$ cat src/rtl/inst_pair_serializer_pkg.sv
// Shared types for the instruction pair serializer: instruction record, bundle
// record and the slot-selection helper used to walk a bundle in program order.
package inst_pair_serializer_pkg;

  localparam int DEPTH            = 4;
  localparam int DEPTH_BITS       = 2;
  localparam int SUPERSCALAR      = 2;
  localparam int SUPERSCALAR_BITS = 1;

  typedef struct packed {
    logic [31:0] pc;
    logic [31:0] inst;
  } instruction_info_reg_t;

  typedef struct packed {
    instruction_info_reg_t [SUPERSCALAR-1:0] inst;
    logic [SUPERSCALAR-1:0]                  mask;
  } inst_bundle_t;

  // Index of the lowest set bit (the oldest slot still pending); 0 when none set.
  function automatic logic [SUPERSCALAR_BITS-1:0] lowest_set(input logic [SUPERSCALAR-1:0] m);
    logic [SUPERSCALAR_BITS-1:0] idx;
    idx = '0;
    for (int i = SUPERSCALAR - 1; i >= 0; i--) begin
      if (m[i]) idx = i[SUPERSCALAR_BITS-1:0];
    end
    return idx;
  endfunction

endpackage

$ cat src/rtl/inst_pair_serializer_if.sv
// Producer-side bundle handshake and consumer-side single-instruction handshake.
interface inst_pair_serializer_if;
  import inst_pair_serializer_pkg::*;

  logic                                    in_valid;
  instruction_info_reg_t [SUPERSCALAR-1:0] in_inst;
  logic [SUPERSCALAR-1:0]                  in_mask;
  logic                                    in_ready;
  logic                                    out_valid;
  instruction_info_reg_t                   out_inst;
  logic                                    out_ready;

  modport slave (
    input  in_valid, in_inst, in_mask, out_ready,
    output in_ready, out_valid, out_inst
  );

  modport master (
    output in_valid, in_inst, in_mask, out_ready,
    input  in_ready, out_valid, out_inst
  );

endinterface

$ cat src/rtl/inst_pair_serializer_bundle_fifo.sv
// Circular queue of DEPTH instruction bundles; pointers carry a wrap bit so
// full and empty are distinguishable without a separate counter.
module inst_pair_serializer_bundle_fifo
  import inst_pair_serializer_pkg::*;
(
  input  logic         clk,
  input  logic         rst,
  input  logic         flush_i,
  input  logic         push_i,
  input  inst_bundle_t data_i,
  input  logic         pop_i,
  output inst_bundle_t data_o,
  output logic         full_o,
  output logic         empty_o
);

  logic [DEPTH_BITS:0] head_q, head_d;
  logic [DEPTH_BITS:0] tail_q, tail_d;
  inst_bundle_t        mem_q [DEPTH];
  logic                wr_en_s;

  always_comb begin
    empty_o = (head_q == tail_q);
    full_o  = (head_q[DEPTH_BITS-1:0] == tail_q[DEPTH_BITS-1:0]) &&
              (head_q[DEPTH_BITS] != tail_q[DEPTH_BITS]);
    data_o  = mem_q[head_q[DEPTH_BITS-1:0]];
  end

  // Flush wins over any same-cycle push or pop.
  always_comb begin
    head_d  = head_q;
    tail_d  = tail_q;
    wr_en_s = 1'b0;
    if (flush_i) begin
      head_d = '0;
      tail_d = '0;
    end else begin
      if (push_i && !full_o) begin
        tail_d  = tail_q + {{DEPTH_BITS{1'b0}}, 1'b1};
        wr_en_s = 1'b1;
      end
      if (pop_i && !empty_o) begin
        head_d = head_q + {{DEPTH_BITS{1'b0}}, 1'b1};
      end
    end
  end

  always_ff @(posedge clk) begin
    if (!rst) begin
      head_q <= '0;
      tail_q <= '0;
      for (int i = 0; i < DEPTH; i++) mem_q[i] <= '0;
    end else begin
      head_q <= head_d;
      tail_q <= tail_d;
      if (wr_en_s) mem_q[tail_q[DEPTH_BITS-1:0]] <= data_i;
    end
  end

endmodule

$ cat src/rtl/inst_pair_serializer.sv
// Serializes SUPERSCALAR-wide instruction bundles into one instruction per cycle
// in program order, buffering up to DEPTH bundles against consumer stalls.
module inst_pair_serializer
  import inst_pair_serializer_pkg::*;
(
  input  logic                   clk,
  input  logic                   rst,
  input  logic                   flush,
  inst_pair_serializer_if.slave  bus
);

  inst_bundle_t           in_bundle_s;
  inst_bundle_t           head_s;
  logic                   full_s, empty_s;
  logic [SUPERSCALAR-1:0] consumed_q, consumed_d;
  logic [SUPERSCALAR-1:0] rem_s, onehot_s;
  logic [SUPERSCALAR_BITS-1:0] slot_s;
  logic                   fire_s, last_s, push_s, pop_s;

  assign in_bundle_s = '{inst: bus.in_inst, mask: bus.in_mask};

  inst_pair_serializer_bundle_fifo u_fifo (
    .clk     (clk),
    .rst     (rst),
    .flush_i (flush),
    .push_i  (push_s),
    .data_i  (in_bundle_s),
    .pop_i   (pop_s),
    .data_o  (head_s),
    .full_o  (full_s),
    .empty_o (empty_s)
  );

  // Remaining mask is the head entry's mask minus the slots already emitted,
  // so a newly exposed head needs no explicit load step.
  always_comb begin
    rem_s      = head_s.mask & ~consumed_q;
    slot_s     = lowest_set(rem_s);
    onehot_s   = {{(SUPERSCALAR-1){1'b0}}, 1'b1} << slot_s;
    fire_s     = !empty_s && bus.out_ready;
    last_s     = ((rem_s & ~onehot_s) == '0);
    push_s     = bus.in_valid && !full_s && (bus.in_mask != '0);
    pop_s      = fire_s && last_s;
    consumed_d = consumed_q;
    if (flush) begin
      consumed_d = '0;
    end else if (pop_s) begin
      consumed_d = '0;
    end else if (fire_s) begin
      consumed_d = consumed_q | onehot_s;
    end else begin
      consumed_d = consumed_q;
    end
  end

  always_comb begin
    bus.in_ready  = !full_s;
    bus.out_valid = !empty_s;
    if (empty_s) begin
      bus.out_inst = '0;
    end else begin
      bus.out_inst = head_s.inst[slot_s];
    end
  end

  always_ff @(posedge clk) begin
    if (!rst) begin
      consumed_q <= '0;
    end else begin
      consumed_q <= consumed_d;
    end
  end

endmodule

$ cat src/flat_wrapper.sv
// flat-port wrapper written by rule: the top's interface ports become plain ports
module inst_pair_serializer_flat import inst_pair_serializer_pkg::*;
  (clk, rst, flush, bus_in_valid, bus_in_inst, bus_in_mask, bus_out_ready, bus_in_ready, bus_out_valid, bus_out_inst);
  inst_pair_serializer_if bus_i ();
  input  logic clk;
  input  logic rst;
  input  logic flush;
  input wire logic [$bits(bus_i.in_valid)-1:0] bus_in_valid;
  input wire logic [$bits(bus_i.in_inst)-1:0] bus_in_inst;
  input wire logic [$bits(bus_i.in_mask)-1:0] bus_in_mask;
  input wire logic [$bits(bus_i.out_ready)-1:0] bus_out_ready;
  output wire logic [$bits(bus_i.in_ready)-1:0] bus_in_ready;
  output wire logic [$bits(bus_i.out_valid)-1:0] bus_out_valid;
  output wire logic [$bits(bus_i.out_inst)-1:0] bus_out_inst;
  assign bus_i.in_valid = bus_in_valid;
  assign bus_i.in_inst = bus_in_inst;
  assign bus_i.in_mask = bus_in_mask;
  assign bus_i.out_ready = bus_out_ready;
  assign bus_in_ready = bus_i.in_ready;
  assign bus_out_valid = bus_i.out_valid;
  assign bus_out_inst = bus_i.out_inst;
  inst_pair_serializer u_core (.clk(clk), .rst(rst), .flush(flush), .bus(bus_i));
endmodule
$ cat config.mk
export PLATFORM = sky130hd
export DESIGN_NAME = inst_pair_serializer_flat
export DESIGN_NICKNAME = d
export VERILOG_FILES = /design/src/rtl/inst_pair_serializer_pkg.sv /design/src/rtl/inst_pair_serializer_if.sv /design/src/rtl/inst_pair_serializer_bundle_fifo.sv /design/src/rtl/inst_pair_serializer.sv /design/src/flat_wrapper.sv
export SDC_FILE = /design/constraint.sdc
export NUM_CORES = 1
export LEC_CHECK = 0
export CORE_ASPECT_RATIO = 0.6
export CORE_MARGIN = 1
export CORE_UTILIZATION = 59
export CTS_CLUSTER_DIAMETER = 200
export CTS_CLUSTER_SIZE = 16
export DETAILED_ROUTE_END_ITERATION = 8
export PLACE_DENSITY = 0.88
export SYNTH_ARGS = -nofsm -noshare
export SYNTH_HDL_FRONTEND = slang
export SYNTH_SLANG_ARGS = --single-unit
$ cat constraint.sdc
create_clock -name clk -period 18.64 [get_ports clk]
set_input_delay 3.728 -clock clk [delete_from_list [all_inputs] [get_ports clk]]
set_output_delay 3.728 -clock clk [all_outputs]
set_load 0.05 [all_outputs]
==> impl_results.md <==
* H-tree depth at 2
* Max FO, Critical Path at 72
* Fill count at 2,480
* #FFs+latches synth at 530
* Initial Util at 0.605
* Final Skew at 0.0175 ns
* Syn Nets at 1,688
* Final antenna-violating net count at 0
* Full die area at 0.0413 mm2
* Layout cells sized above 1 at 0.123
* Synth Area in Adders at 0.00105
* Drt total wl at 59,700 um
* Critical path capture point type: output pin
* Hpwl dp at 36,400 um
* Post-Synthesis Cells at 1,551
* Iteration-0 DRC Markers at 1,880
* Fin. Hold Viols at 0
* Hold-fix buffers at CTS at 0
* Max-cap violations at 0
* Total GRT Usage at 0.291
* Simple-gate share of the synthesized area at 0.157
* Final WS setup at 9.41 ns
* Residual DRC count at 0
* Setup crit start kind: register
* Die extent in x at 262 um
* Vias in the first global route at 13.5k
* Power Total at 0.00237 W
* Worst R2R Start: u_core.u_fifo.tail_q[0]
* Power Density at 86.6 mW/mm2
* Compound-Gate Fraction of Synth Area at 0.0315
* Row Count at 56
* Max IR drop VDD at 0.0000588 V
* GR Overflow Total at 0
* First-pass DRT Iterations at 7
* CP Data Required Time at 14.91 ns
* Crit path kind: register to output pin
* Post-Syn Area at 0.0239 mm2
* WL/cell at 26.7 um
* Period Utilization, post-route at 0.495
* Xor/xnor cell area share of the yosys netlist at 0.00184
* Post-CTS Resized at 0
* Layout Nets at 1,830
* CTS tree: built
* Clk Latency, worst-skew pair at 0.54 ns
* Reg clk slew, reported paths at 0.07 ns
* Register area share after synthesis at 0.663
* Most frequent cells in the layout: and2_1, edfxtp_1, clkdlybuf4s50_1
* Die Y at 158 um
* Place WS at 10.04 ns
* Num CTS Buffers at 39
* Slew margin rel. at 0.254
* Core Area at 0.0394 mm2
* Max Transition Viols Final at 0
* Max frequency at 0.108 GHz
* Total setup buffers inserted after CTS at 0
* HP Start: u_core.consumed_q[0]
* Netlist cell types at 35
* Final Instance Area at 0.0274 mm2
* Setup Total Neg Slack at 0 ns
* GPL Wtd Cong at 0.953
* Yosys warns at 0
* Largest family of logic cells by synthesized area: simple AND/OR/NAND/NOR gates
* Crit path time final at 9.23 ns
* Worst-Margin Slew at 1.12 ns
* Clock Sinks at 530
* Vias post-DR at 14.0k
* Hold Crit Class: register to register
* Number of buffers added on ports at 200
* Mux cell area share after synthesis at 0.125
* Initial antenna violation count at 12
* Max Root-Sink Buffers at 3
* Vias/cell at 6.27
* Area Growth Syn to Fin at 14.7%
* Syn Area/Cell at 15.4 um2
* RSZ-0062 raised after global routing: false
* CTS Root Cell: clkbuf_16
* Leakage at 9.30 nW
* Placed inst area at 0.0263 mm2
* First-pass GRT wire length at 86,400 um
* Min Hold Slack at 0.487 ns
* # IOs at 201
* Arrival @ worst endpoint at 5.50 ns
* Largest net degree at the start of global routing at 96
* Status: complete, no violations
* # setup viols final at 0
per-layer routing:
| metal | vias to the layer above | routed length, um | GRT usage |
|---|---|---|---|
| met5 | - | 12 | 0 |
| met4 | 2 | 1980 | 0.0961 |
| met3 | 131 | 7200 | 0.0994 |
| met2 | 793 | 26900 | 0.415 |
| met1 | 7058 | 23700 | 0.421 |
| li1 | 6021 | - | - |
logic make-up (layout without fill, tap and decap cells):
group                    after synthesis  count (layout)
adder cells (fa/ha/maj)                2               2
other                                  0              10
AND/OR/NAND/NOR                      612             612
XOR/XNOR                               5               5
multiplexers                         137             137
AO/OA/AOI/OAI                        142             142
flip-flops                           530             530
buffers and inverters                123             274
power breakdown:
| part | leakage (nW) | internal (W) | switching [W] | total [W] |
|---|---|---|---|---|
| sequential | 5.35 | 0.00136 | 0.0000163 | 0.00138 |
| clock | 0.522 | 0.000398 | 0.000390 | 0.000787 |
| combinational | 3.43 | 0.0000763 | 0.000126 | 0.000203 |
metrics by stage:
stage | util | std cells
floorplan | - | 1551
finish | 0.694 | 2234
CTS | 0.693 | 2224
detailed placement | 0.666 | 2174
global route | 0.693 | 2230
global placement | 0.666 | 2174
state kept, by name (all words and copies together), names as in the netlist, named ones only:
name                  cells
u_core.u_fifo.mem_q     520
u_core.u_fifo.tail_q      3
u_core.u_fifo.head_q      3
u_core.consumed_q         2
final cells by class:
class	instances	area [um2]	area share
Clock buffer	49	1060	0.0386
Sequential cell	530	15800	0.578
Timing Repair Buffer	222	2170	0.0792
Inverter	2	7.51	0.000274
Multi-Input combinational cell	898	7610	0.278
Clock inverter	1	16.3	0.000594
Antenna cell	10	25.0	0.000915
Tap cell	522	653	0.0239
cell usage after synthesis, drive strengths merged:
cell type    n  area, um2
nor2         3       11.3
nand2        7       26.3
buf         28        136
xor2         1       8.76
a311oi       1       15.0
a21oi       65        325
o211a        1       10.0
ha           2       25.0
o22a         2       17.5
nor2b        1       6.26
o21ai       65        325
edfxtp     520      15600
o211ai       1       7.51
nand2b       8       50.1
nor3         1       5.00
nand4b       1       8.76
mux2i        9       90.1
dfxtp       10        200
a41oi        1       8.76
xnor2        4       35.0
inv          2       7.51
and3b        2       17.5
nand3       65        325
or2          2       12.5
a31o         1       8.76
a31oi        1       6.26
and3         1       6.26
and2       520       3250
nor3b        1       12.5
mux4       128       2880
o22ai        2       12.5
a211oi       2       15.0
clkbuf      93        372
worst max-delay path: stages (launching register included):
cell and delay (ns):
dfxtp_4 0.99, buf_4 0.95, mux2i_1 0.34, o22ai_4 0.71, buf_4 0.52, nand3_1 0.33
a21oi_1 0.22, clkdlybuf4s50_1 0.84
final timing paths:
path	cells past startpoint	endpoint	slack [ns]
min	2	u_core.consumed_q[0]	0.49
min reg2reg	2	u_core.consumed_q[0]	0.49
max reg2reg	6	u_core.u_fifo.mem_q[2][112]	14.14
max	7	bus_out_inst[34]	9.41
Note: power is estimated with default switching activity, not from simulation.
